$ cat src/rtl/mem_wb_stage_if.sv
// mem_wb_stage_if: MEM->WB payload bus with a valid/ready handshake.
//   valid/ready        : handshake; a transfer happens on a rising edge with both high
//   ctrl               : write-back control word
//   lane_mask          : 1 = lane active
//   valu / vmem        : per-lane vector ALU result / memory read data, lane 0 in LSBs
//   scalar / imm       : scalar ALU result / immediate
// The master drives the payload and valid; the slave drives ready.
interface mem_wb_stage_if #(
    parameter int LANES  = 4,
    parameter int WIDTH  = 32,
    parameter int CTRL_W = 5
);
    logic                            valid;
    logic                            ready;
    logic [CTRL_W-1:0]               ctrl;
    logic [LANES-1:0]                lane_mask;
    logic [LANES-1:0][WIDTH-1:0]     valu;
    logic [LANES-1:0][WIDTH-1:0]     vmem;
    logic [WIDTH-1:0]                scalar;
    logic [WIDTH-1:0]                imm;

    modport master (output valid, ctrl, lane_mask, valu, vmem, scalar, imm, input ready);
    modport slave  (input valid, ctrl, lane_mask, valu, vmem, scalar, imm, output ready);
endinterface

$ cat src/rtl/mem_wb_stage.sv
// mem_wb_stage: MEM->WB pipeline register with a main + skid entry.
//   clk        : clock, rising edge
//   reset      : asynchronous, active-high; empties both entries and zeroes payload
//   flush      : synchronous; kills both entries (wins over accept and delivery)
//   up         : upstream bus (slave); up.ready is a flop output
//   dn         : downstream bus (master); payload reads 0 while dn.valid is 0
//   stall_cnt  : saturating count of edges with dn.valid & !dn.ready
// Payload is captured with inactive lanes of valu/vmem forced to zero.

// Per-lane capture masking.
module mem_wb_lane #(
    parameter int WIDTH = 32
) (
    input  logic             i_en,
    input  logic [WIDTH-1:0] i_valu,
    input  logic [WIDTH-1:0] i_vmem,
    output logic [WIDTH-1:0] o_valu,
    output logic [WIDTH-1:0] o_vmem
);
    assign o_valu = i_en ? i_valu : '0;
    assign o_vmem = i_en ? i_vmem : '0;
endmodule

module mem_wb_stage #(
    parameter int LANES  = 4,
    parameter int WIDTH  = 32,
    parameter int CTRL_W = 5,
    parameter int CNT_W  = 16
) (
    input  logic              clk,
    input  logic              reset,
    input  logic              flush,
    mem_wb_stage_if.slave     up,
    mem_wb_stage_if.master    dn,
    output logic [CNT_W-1:0]  stall_cnt
);
    typedef struct packed {
        logic [CTRL_W-1:0]           ctrl;
        logic [LANES-1:0]            mask;
        logic [LANES-1:0][WIDTH-1:0] valu;
        logic [LANES-1:0][WIDTH-1:0] vmem;
        logic [WIDTH-1:0]            scalar;
        logic [WIDTH-1:0]            imm;
    } pld_t;

    logic                        r_main_vld;
    logic                        r_skid_vld;
    logic                        r_in_rdy;
    pld_t                        r_main;
    pld_t                        r_skid;
    logic [CNT_W-1:0]            r_stall;

    logic                        w_acc;
    logic                        w_dlv;
    pld_t                        w_cap;
    logic [LANES-1:0][WIDTH-1:0] w_valu_m;
    logic [LANES-1:0][WIDTH-1:0] w_vmem_m;

    assign w_acc = up.valid & r_in_rdy;
    assign w_dlv = r_main_vld & dn.ready;

    for (genvar g = 0; g < LANES; g++) begin : g_lane
        mem_wb_lane #(.WIDTH(WIDTH)) u_lane (
            .i_en   (up.lane_mask[g]),
            .i_valu (up.valu[g]),
            .i_vmem (up.vmem[g]),
            .o_valu (w_valu_m[g]),
            .o_vmem (w_vmem_m[g])
        );
    end

    always_comb begin
        w_cap        = '0;
        w_cap.ctrl   = up.ctrl;
        w_cap.mask   = up.lane_mask;
        w_cap.valu   = w_valu_m;
        w_cap.vmem   = w_vmem_m;
        w_cap.scalar = up.scalar;
        w_cap.imm    = up.imm;
    end

    // r_in_rdy always equals !r_skid_vld; it is kept as its own flop so
    // up.ready has no combinational path from dn.ready.
    // An entry's payload is zeroed whenever it goes invalid, so the main
    // entry can drive dn.* directly and bubbles read as all-zero.
    always_ff @(posedge clk or posedge reset) begin
        if (reset) begin
            r_main_vld <= 1'b0;
            r_skid_vld <= 1'b0;
            r_in_rdy   <= 1'b1;
            r_main     <= '0;
            r_skid     <= '0;
        end else if (flush) begin
            r_main_vld <= 1'b0;
            r_skid_vld <= 1'b0;
            r_in_rdy   <= 1'b1;
            r_main     <= '0;
            r_skid     <= '0;
        end else if (r_skid_vld) begin
            // up.ready is low, so no accept; drain skid into main on delivery
            if (w_dlv) begin
                r_main     <= r_skid;
                r_skid_vld <= 1'b0;
                r_skid     <= '0;
                r_in_rdy   <= 1'b1;
            end
        end else if (!r_main_vld || w_dlv) begin
            r_main_vld <= w_acc;
            r_main     <= w_acc ? w_cap : '0;
        end else if (w_acc) begin
            r_skid_vld <= 1'b1;
            r_skid     <= w_cap;
            r_in_rdy   <= 1'b0;
        end
    end

    // Stall counter ignores flush; only reset clears it.
    always_ff @(posedge clk or posedge reset) begin
        if (reset) begin
            r_stall <= '0;
        end else if (r_main_vld && !dn.ready && (r_stall != {CNT_W{1'b1}})) begin
            r_stall <= r_stall + 1'b1;
        end
    end

    assign up.ready     = r_in_rdy;
    assign dn.valid     = r_main_vld;
    assign dn.ctrl      = r_main.ctrl;
    assign dn.lane_mask = r_main.mask;
    assign dn.valu      = r_main.valu;
    assign dn.vmem      = r_main.vmem;
    assign dn.scalar    = r_main.scalar;
    assign dn.imm       = r_main.imm;
    assign stall_cnt    = r_stall;
endmodule

$ cat src/flat_wrapper.sv
// flat-port wrapper written by rule: the top's interface ports become plain ports
module mem_wb_stage_flat 
#(
    parameter int LANES  = 4,
    parameter int WIDTH  = 32,
    parameter int CTRL_W = 5,
    parameter int CNT_W  = 16
)
  (clk, reset, flush, stall_cnt, up_valid, up_ctrl, up_lane_mask, up_valu, up_vmem, up_scalar, up_imm, up_ready, dn_valid, dn_ctrl, dn_lane_mask, dn_valu, dn_vmem, dn_scalar, dn_imm, dn_ready);
  mem_wb_stage_if #(.LANES(LANES), .WIDTH(WIDTH), .CTRL_W(CTRL_W)) up_i ();
  mem_wb_stage_if #(.LANES(LANES), .WIDTH(WIDTH), .CTRL_W(CTRL_W)) dn_i ();
  input  logic clk;
  input  logic reset;
  input  logic flush;
  output logic [CNT_W-1:0] stall_cnt;
  input wire logic [$bits(up_i.valid)-1:0] up_valid;
  input wire logic [$bits(up_i.ctrl)-1:0] up_ctrl;
  input wire logic [$bits(up_i.lane_mask)-1:0] up_lane_mask;
  input wire logic [$bits(up_i.valu)-1:0] up_valu;
  input wire logic [$bits(up_i.vmem)-1:0] up_vmem;
  input wire logic [$bits(up_i.scalar)-1:0] up_scalar;
  input wire logic [$bits(up_i.imm)-1:0] up_imm;
  output wire logic [$bits(up_i.ready)-1:0] up_ready;
  output wire logic [$bits(dn_i.valid)-1:0] dn_valid;
  output wire logic [$bits(dn_i.ctrl)-1:0] dn_ctrl;
  output wire logic [$bits(dn_i.lane_mask)-1:0] dn_lane_mask;
  output wire logic [$bits(dn_i.valu)-1:0] dn_valu;
  output wire logic [$bits(dn_i.vmem)-1:0] dn_vmem;
  output wire logic [$bits(dn_i.scalar)-1:0] dn_scalar;
  output wire logic [$bits(dn_i.imm)-1:0] dn_imm;
  input wire logic [$bits(dn_i.ready)-1:0] dn_ready;
  assign up_i.valid = up_valid;
  assign up_i.ctrl = up_ctrl;
  assign up_i.lane_mask = up_lane_mask;
  assign up_i.valu = up_valu;
  assign up_i.vmem = up_vmem;
  assign up_i.scalar = up_scalar;
  assign up_i.imm = up_imm;
  assign up_ready = up_i.ready;
  assign dn_valid = dn_i.valid;
  assign dn_ctrl = dn_i.ctrl;
  assign dn_lane_mask = dn_i.lane_mask;
  assign dn_valu = dn_i.valu;
  assign dn_vmem = dn_i.vmem;
  assign dn_scalar = dn_i.scalar;
  assign dn_imm = dn_i.imm;
  assign dn_i.ready = dn_ready;
  mem_wb_stage #(.LANES(LANES), .WIDTH(WIDTH), .CTRL_W(CTRL_W), .CNT_W(CNT_W)) u_core (.clk(clk), .reset(reset), .flush(flush), .up(up_i), .dn(dn_i), .stall_cnt(stall_cnt));
endmodule
$ cat config.mk
export PLATFORM = sky130hd
export DESIGN_NAME = mem_wb_stage_flat
export DESIGN_NICKNAME = d
export VERILOG_FILES = /design/src/rtl/mem_wb_stage_if.sv /design/src/rtl/mem_wb_stage.sv /design/src/flat_wrapper.sv
export SDC_FILE = /design/constraint.sdc
export NUM_CORES = 1
export LEC_CHECK = 0
export ABC_AREA = 1
export CAP_MARGIN = 0
export CORE_ASPECT_RATIO = 1.1
export CORE_MARGIN = 2
export CORE_UTILIZATION = 40
export CTS_BUF_LIST = sky130_fd_sc_hd__clkbuf_16
export DETAILED_ROUTE_END_ITERATION = 10
export GPL_TIMING_DRIVEN = 1
export PLACE_DENSITY = 0.75
export SYNTH_ARGS = -nofsm -noshare
export SYNTH_HDL_FRONTEND = slang
export SYNTH_SLANG_ARGS = --single-unit
$ cat constraint.sdc
create_clock -name clk -period 28.4 [get_ports clk]
set_input_delay 4.26 -clock clk [delete_from_list [all_inputs] [get_ports clk]]
set_output_delay 4.26 -clock clk [all_outputs]
set_load 0.02 [all_outputs]
After elaboration in Yosys (flattened, before gate mapping) --
Index checks and enable logic that the tools add are counted.
Cells by class: add/subtract/negate cells 1, eq/ne operators 4, multiplexer cells 31, bitwise operators 2, reductions and logical operators 11
Operators by type and width (count):
- $mux W329 | 10
- $mux W32 | 8
- $add A16 B1 Y16 const B | 1
- $ne A16 B16 Y1 const B | 1
- $mux W1 | 13
- $reduce_bool A3 Y1 | 2
- $reduce_and A2 Y1 | 2
- $ne A3 B2 Y1 const B | 1
- $ne A3 B3 Y1 const B | 1
- $reduce_and A3 Y1 | 1
- $and A1 B1 Y1 | 2
- $logic_and A1 B1 Y1 | 2
- $logic_not A1 Y1 | 2
- $ne A2 B2 Y1 const B | 1
- $reduce_bool A2 Y1 | 1
- $logic_or A1 B1 Y1 | 1
Storage, ports and cells: flip-flop bits (word level) 677, bits of input ports 334, output and inout port bits 347, logic and storage cells 77

Longest topological paths before layout --
depth in word-level cells 5, depth in mapped cells 10, mapped depth without buffers 9

Cells and area by module --
From an unflattened synthesis, not the netlist that was laid out.
Unflattened totals: cell total of the unflattened synthesis 4257, area, all modules 33140.5 sq um
Modules (own cells, without submodules):
- mem_wb_stage | times used 1, cells each 3717, area an instance 30918.4 sq um, sequential area each 16942.5 sq um
- mem_wb_lane | times used 4, cells each 135, area an instance 555.5 sq um, sequential area each 0.0 sq um

Least setup slack after synthesis --
OpenSTA, ideal clock, no wires.
kind input -> register, start point in flush, end point reg u_core.r_skid[322] in the netlist's numbering, setup time 131 ps, arrival 5355 ps, data required time 28269 ps, slack 22914 ps, stages 9, buffers on the path 3, cell sequence buf_2 nor2_2 nand2_1 nand2_2 nor2_4 nand3_1 buf_2 buf_2 o21ai_0
On the way: cells in the longest elaborated chain, start to end 2, elaborated cells between the ends (all ways) 5, those cells by class eq/ne: 2; mux: 1; reduce/logical: 2
Ends and longest elaborated chain:
- from (decl) | line flat_wrapper.sv:14 | input logic flush;
- $ne A3 B3 Y1 (no source line), or another cell as far along
- $reduce_and A3 Y1 (no source line)
- to (signal assigned) | line mem_wb_stage.sv:112 | r_skid <= w_cap;
- to (decl) | line mem_wb_stage.sv:50 | pld_t r_skid;
Several ways; a longest one is shown, not always the timed one. A chain may end at the register's enable or synchronous reset.

Worst setup path in the final report --
start point in flush, end point reg u_core.r_main (netlist bit u_core.dn.valu[93])
On the way: cells in the longest elaborated chain, start to end 2, elaborated cells between the ends (all ways) 4, those cells by class eq/ne: 1; mux: 1; reduce/logical: 2
Ends and longest elaborated chain:
- $ne A3 B3 Y1 (no source line) or $reduce_bool A3 Y1 (tied branches)
- $reduce_and A2 Y1 (no source line)
- to (signal assigned) | line mem_wb_stage.sv:102 | r_main <= r_skid;
- to (signal assigned) | line mem_wb_stage.sv:109 | r_main <= w_acc ? w_cap : '0;
- to (decl) | line mem_wb_stage.sv:49 | pld_t r_main;
Several ways; a longest one is shown, not always the timed one.

==> results by group <==
Outcome
  • Outcome: completed

Clocking
  • Hold buffer count at CTS: 0
  • CTS tree: yes
  • Clk slew on worst S/H paths: 0.06 ns
  • H-tree Lvls: 3
  • Post-CTS setup buffer count: 0
  • Clock root cell: clkbuf_16
  • Worst-skew pair later-pin latency: 0.61 ns
  • CTS buffer count: 73
  • PostCTS Resize Cnt: 0
  • Max Buffers Root-to-Sink: 3
  • Clock sink total: approximately 680

STA
  • Total negative setup slack: 0 ns
  • Relative slew slack: 0.210
  • Fmax: roughly 130 MHz
  • Minimum clock period: ~7.6 ns
  • Worst Tran Pin Value: 1.18 ns
  • Final Hold Fails: 0
  • Final setup margin: between 20 and 25 ns
  • Fin. max-slew vios: 0
  • Tcrit/Tclk final: 0.267
  • Clock skew: roughly 0.026 ns
  • Final Setup Violations: 0
  • WHS: 0.470 ns
  • RSZ-0062 raised after global routing: no

Global routing
  • Maximum number of pins on one net before global-route repair: 158
  • Grt ovf: 0
  • Gr busiest metal: met2
  • Met3 GRT Util: 0.0576
  • Routing usage on met1: 0.306
  • Total track usage: 0.237
  • Vias in the first global route: 23584
  • Initial antenna violation count: 11
  • Grt met2 use: 0.385
  • First-pass GRT wire length: between 100000 and 150000 um

Placement
  • Post-DP HPWL: around 57000 um
  • Pre-CTS setup slack: approximately 20 ns
  • I/O Buffers: just under 700
  • RePlAce Congestion: between 0.8 and 0.9

Synthesis
  • Sequential area share after synthesis: 0.602
  • Number of synthesized flops with an enable pin: 0
  • Count leader, synth: nand2_1
  • Yosys top cell area share: 0.601
  • Warnings, synthesis: 0
  • Commonest cells in the netlist: nand2_1, dfrtp_1, inv_1, o21ai_0, nand3_1
  • Seq cells post-synth: 677
  • Syn avg cell area: between 9 and 10 um^2
  • Cell count after synthesis: between 3000 and 4000
  • Cell variety after synth: 32
  • Largest cells by area after synthesis: dfrtp_1, nand2_1, o21ai_0
  • Synth Cell Area: 28100 um^2
  • Post-synth ARST share: 1.00
  • Mapped Nets: around 3400
  • Area leader, netlist: dfrtp_1
  • Top FF cell, synth: dfrtp_1

Job
  • Max-cap violations: 0

Critical path
  • Critical path capture point type: flip-flop
  • Worst Path Required: between 20 and 30 ns
  • Slowest cell on the critical path: nor2_4
  • Reg2Reg Depth: 8
  • Worst path max stage delay: between 0.8 and 0.9 ns
  • Critical Path AT: around 8.1 ns
  • CP cell instances: clkdlybuf4s50_1, inv_1, nand2_1, nor2_4, buf_4, buf_4, nand2_1, a21boi_0, o21ai_0
  • Crit path max fanout: 67
  • Startpoint types: input port
  • Crit Path Category: input port to flip-flop

Floorplan
  • Die Y-Extent: between 200 and 300 um
  • Core Box Area: 70100 um^2
  • Initial Utilization: 0.402
  • # IOs: between 600 and 700
  • DIE WIDTH: 257 um
  • FP Rows: between 100 and 150
  • Full die area: 72500 um^2

Power
  • PD cells: 59.8 nW/um^2
  • Worst vdd ir: roughly 0.000053 V
  • Static Leak: roughly 17 nW
  • Total power: around 2.3 mW

Drt
  • First-pass DRT Iterations: 6
  • Vias/cell: about 5.2
  • DRT antenna net count: 0
  • Drt total wl: roughly 89000 um
  • Initial DRC Count: around 1800
  • Vias: between 20000 and 25000
  • Avg WL per Cell: 19.0 um
  • Remaining DRCs: 0

Hold path
  • WHS Path Cells: 2
  • Type of the most critical hold path: flip-flop to flip-flop

Cells and area
  • Area delta synth->final: 34.5%
  • Final #Nets: between 4000 and 5000
  • Share of layout cells above drive strength 1: 0.0430
## report_power, final
| group | internal (mW) | leakage (nW) | switching [mW] |
|---|---|---|---|
| clock network | 0.521 | 1.18 | 0.408 |
| logic | 0.107 | 6.64 | 0.168 |
| registers | 1.03 | 9.26 | 0.0328 |
| total | 1.65 | 17.1 | 0.608 |
## path summary, 6_finish.rpt
check	from	end	slack, ns
max	flush	u_core.dn.valu[93]	20.82
min	u_core.r_skid[242]	u_core.r_skid[242]	0.47
max reg2reg	u_core.r_skid_vld	u_core.dn.valu[93]	23.99
min reg2reg	u_core.r_skid[242]	u_core.r_skid[242]	0.47
max in group asynchronous	reset	u_core.dn.valu[17]	21.85
min in group asynchronous	reset	u_core.stall_cnt[5]	4.26
## metal layers
metal / part of all wire / routed length (um) / up-vias
met1: 0.41 / 36200 / 11801
li1: - / - / 11296
met4: 0.038 / 3370 / 4
met2: 0.48 / 42700 / 860
met3: 0.071 / 6280 / 174
met5: 0.00034 / 30 / -
## flip-flops by register name, indices dropped and copies added (netlist names)
| register | cells |
|---|---|
| u_core.r_skid | 329 |
| u_core.dn.valu | 128 |
| u_core.dn.vmem | 128 |
| u_core.dn.imm | 32 |
| u_core.dn.scalar | 32 |
| u_core.stall_cnt | 16 |
| u_core.dn.ctrl | 5 |
| u_core.dn.lane_mask | 4 |
| u_core.dn.valid | 1 |
| u_core.r_skid_vld | 1 |
| u_core.up.ready | 1 |
## metrics by stage
| stage | instances | instance area [um^2] | util |
|---|---|---|---|
| 3_3_place_gp | 4533 | 35500 | 0.507 |
| 3_5_place_dp | 4533 | 35500 | 0.507 |
| 2_1_floorplan | 3091 | 28100 | - |
| 5_1_grt | 4670 | 37800 | 0.540 |
| 6_report | 4672 | 37800 | 0.540 |
| 4_1_cts | 4661 | 37800 | 0.540 |
## layout make-up
type / instances / area (um^2)
Antenna cell: 11 / 27.5
Sequential cell: 677 / 16900
Inverter: 297 / 1130
Tap cell: 936 / 1170
Fill cell: 6077 / 32200
Clock buffer: 73 / 1830
Timing Repair Buffer: 710 / 7060
Clock inverter: 55 / 484
Multi-Input combinational cell: 1913 / 9190
## cells by family (layout without fill, tap and decap cells)
kind of cell	Yosys count	in the layout	share of synthesized area
other	0	11	0
DFF	677	677	0.602
AOI/OAI and AO/OA	691	691	0.147
buffers and inverters	501	1135	0.0732
adders and majority gates	1	1	0.000445
and+or+nand+nor	1214	1214	0.175
xor gates and xnor gates	7	7	0.00218
## worst max-delay path: cells and delay by family
kind | cells | cell delay, ns
buffers and inverters | 4 | 2.31
AO/OA/AOI/OAI | 2 | 0.31
AND/OR/NAND/NOR | 3 | 1.10
## cells in the final DEF, fill, tap and decap left out, types with 6 or more instances in the layout
master / netlist / final
a21oi_1: 7 / 7
nor2_4: 1 / 6
clkbuf_16: 0 / 73
a21boi_1: 6 / 6
buf_4: 6 / 28
o211ai_1: 141 / 141
nand3_1: 245 / 243
inv_6: 0 / 6
nand2_1: 922 / 919
a21boi_0: 42 / 42
dfrtp_1: 676 / 675
clkinv_2: 0 / 13
o21ai_0: 272 / 272
xnor2_1: 6 / 6
diode_2: 0 / 11
clkdlybuf4s50_1: 0 / 680
o21ai_1: 140 / 140
nor2_1: 29 / 27
clkinv_1: 2 / 12
inv_1: 290 / 301
nand4_1: 7 / 7
a22oi_1: 82 / 82
(Power assumes the default switching activity.)
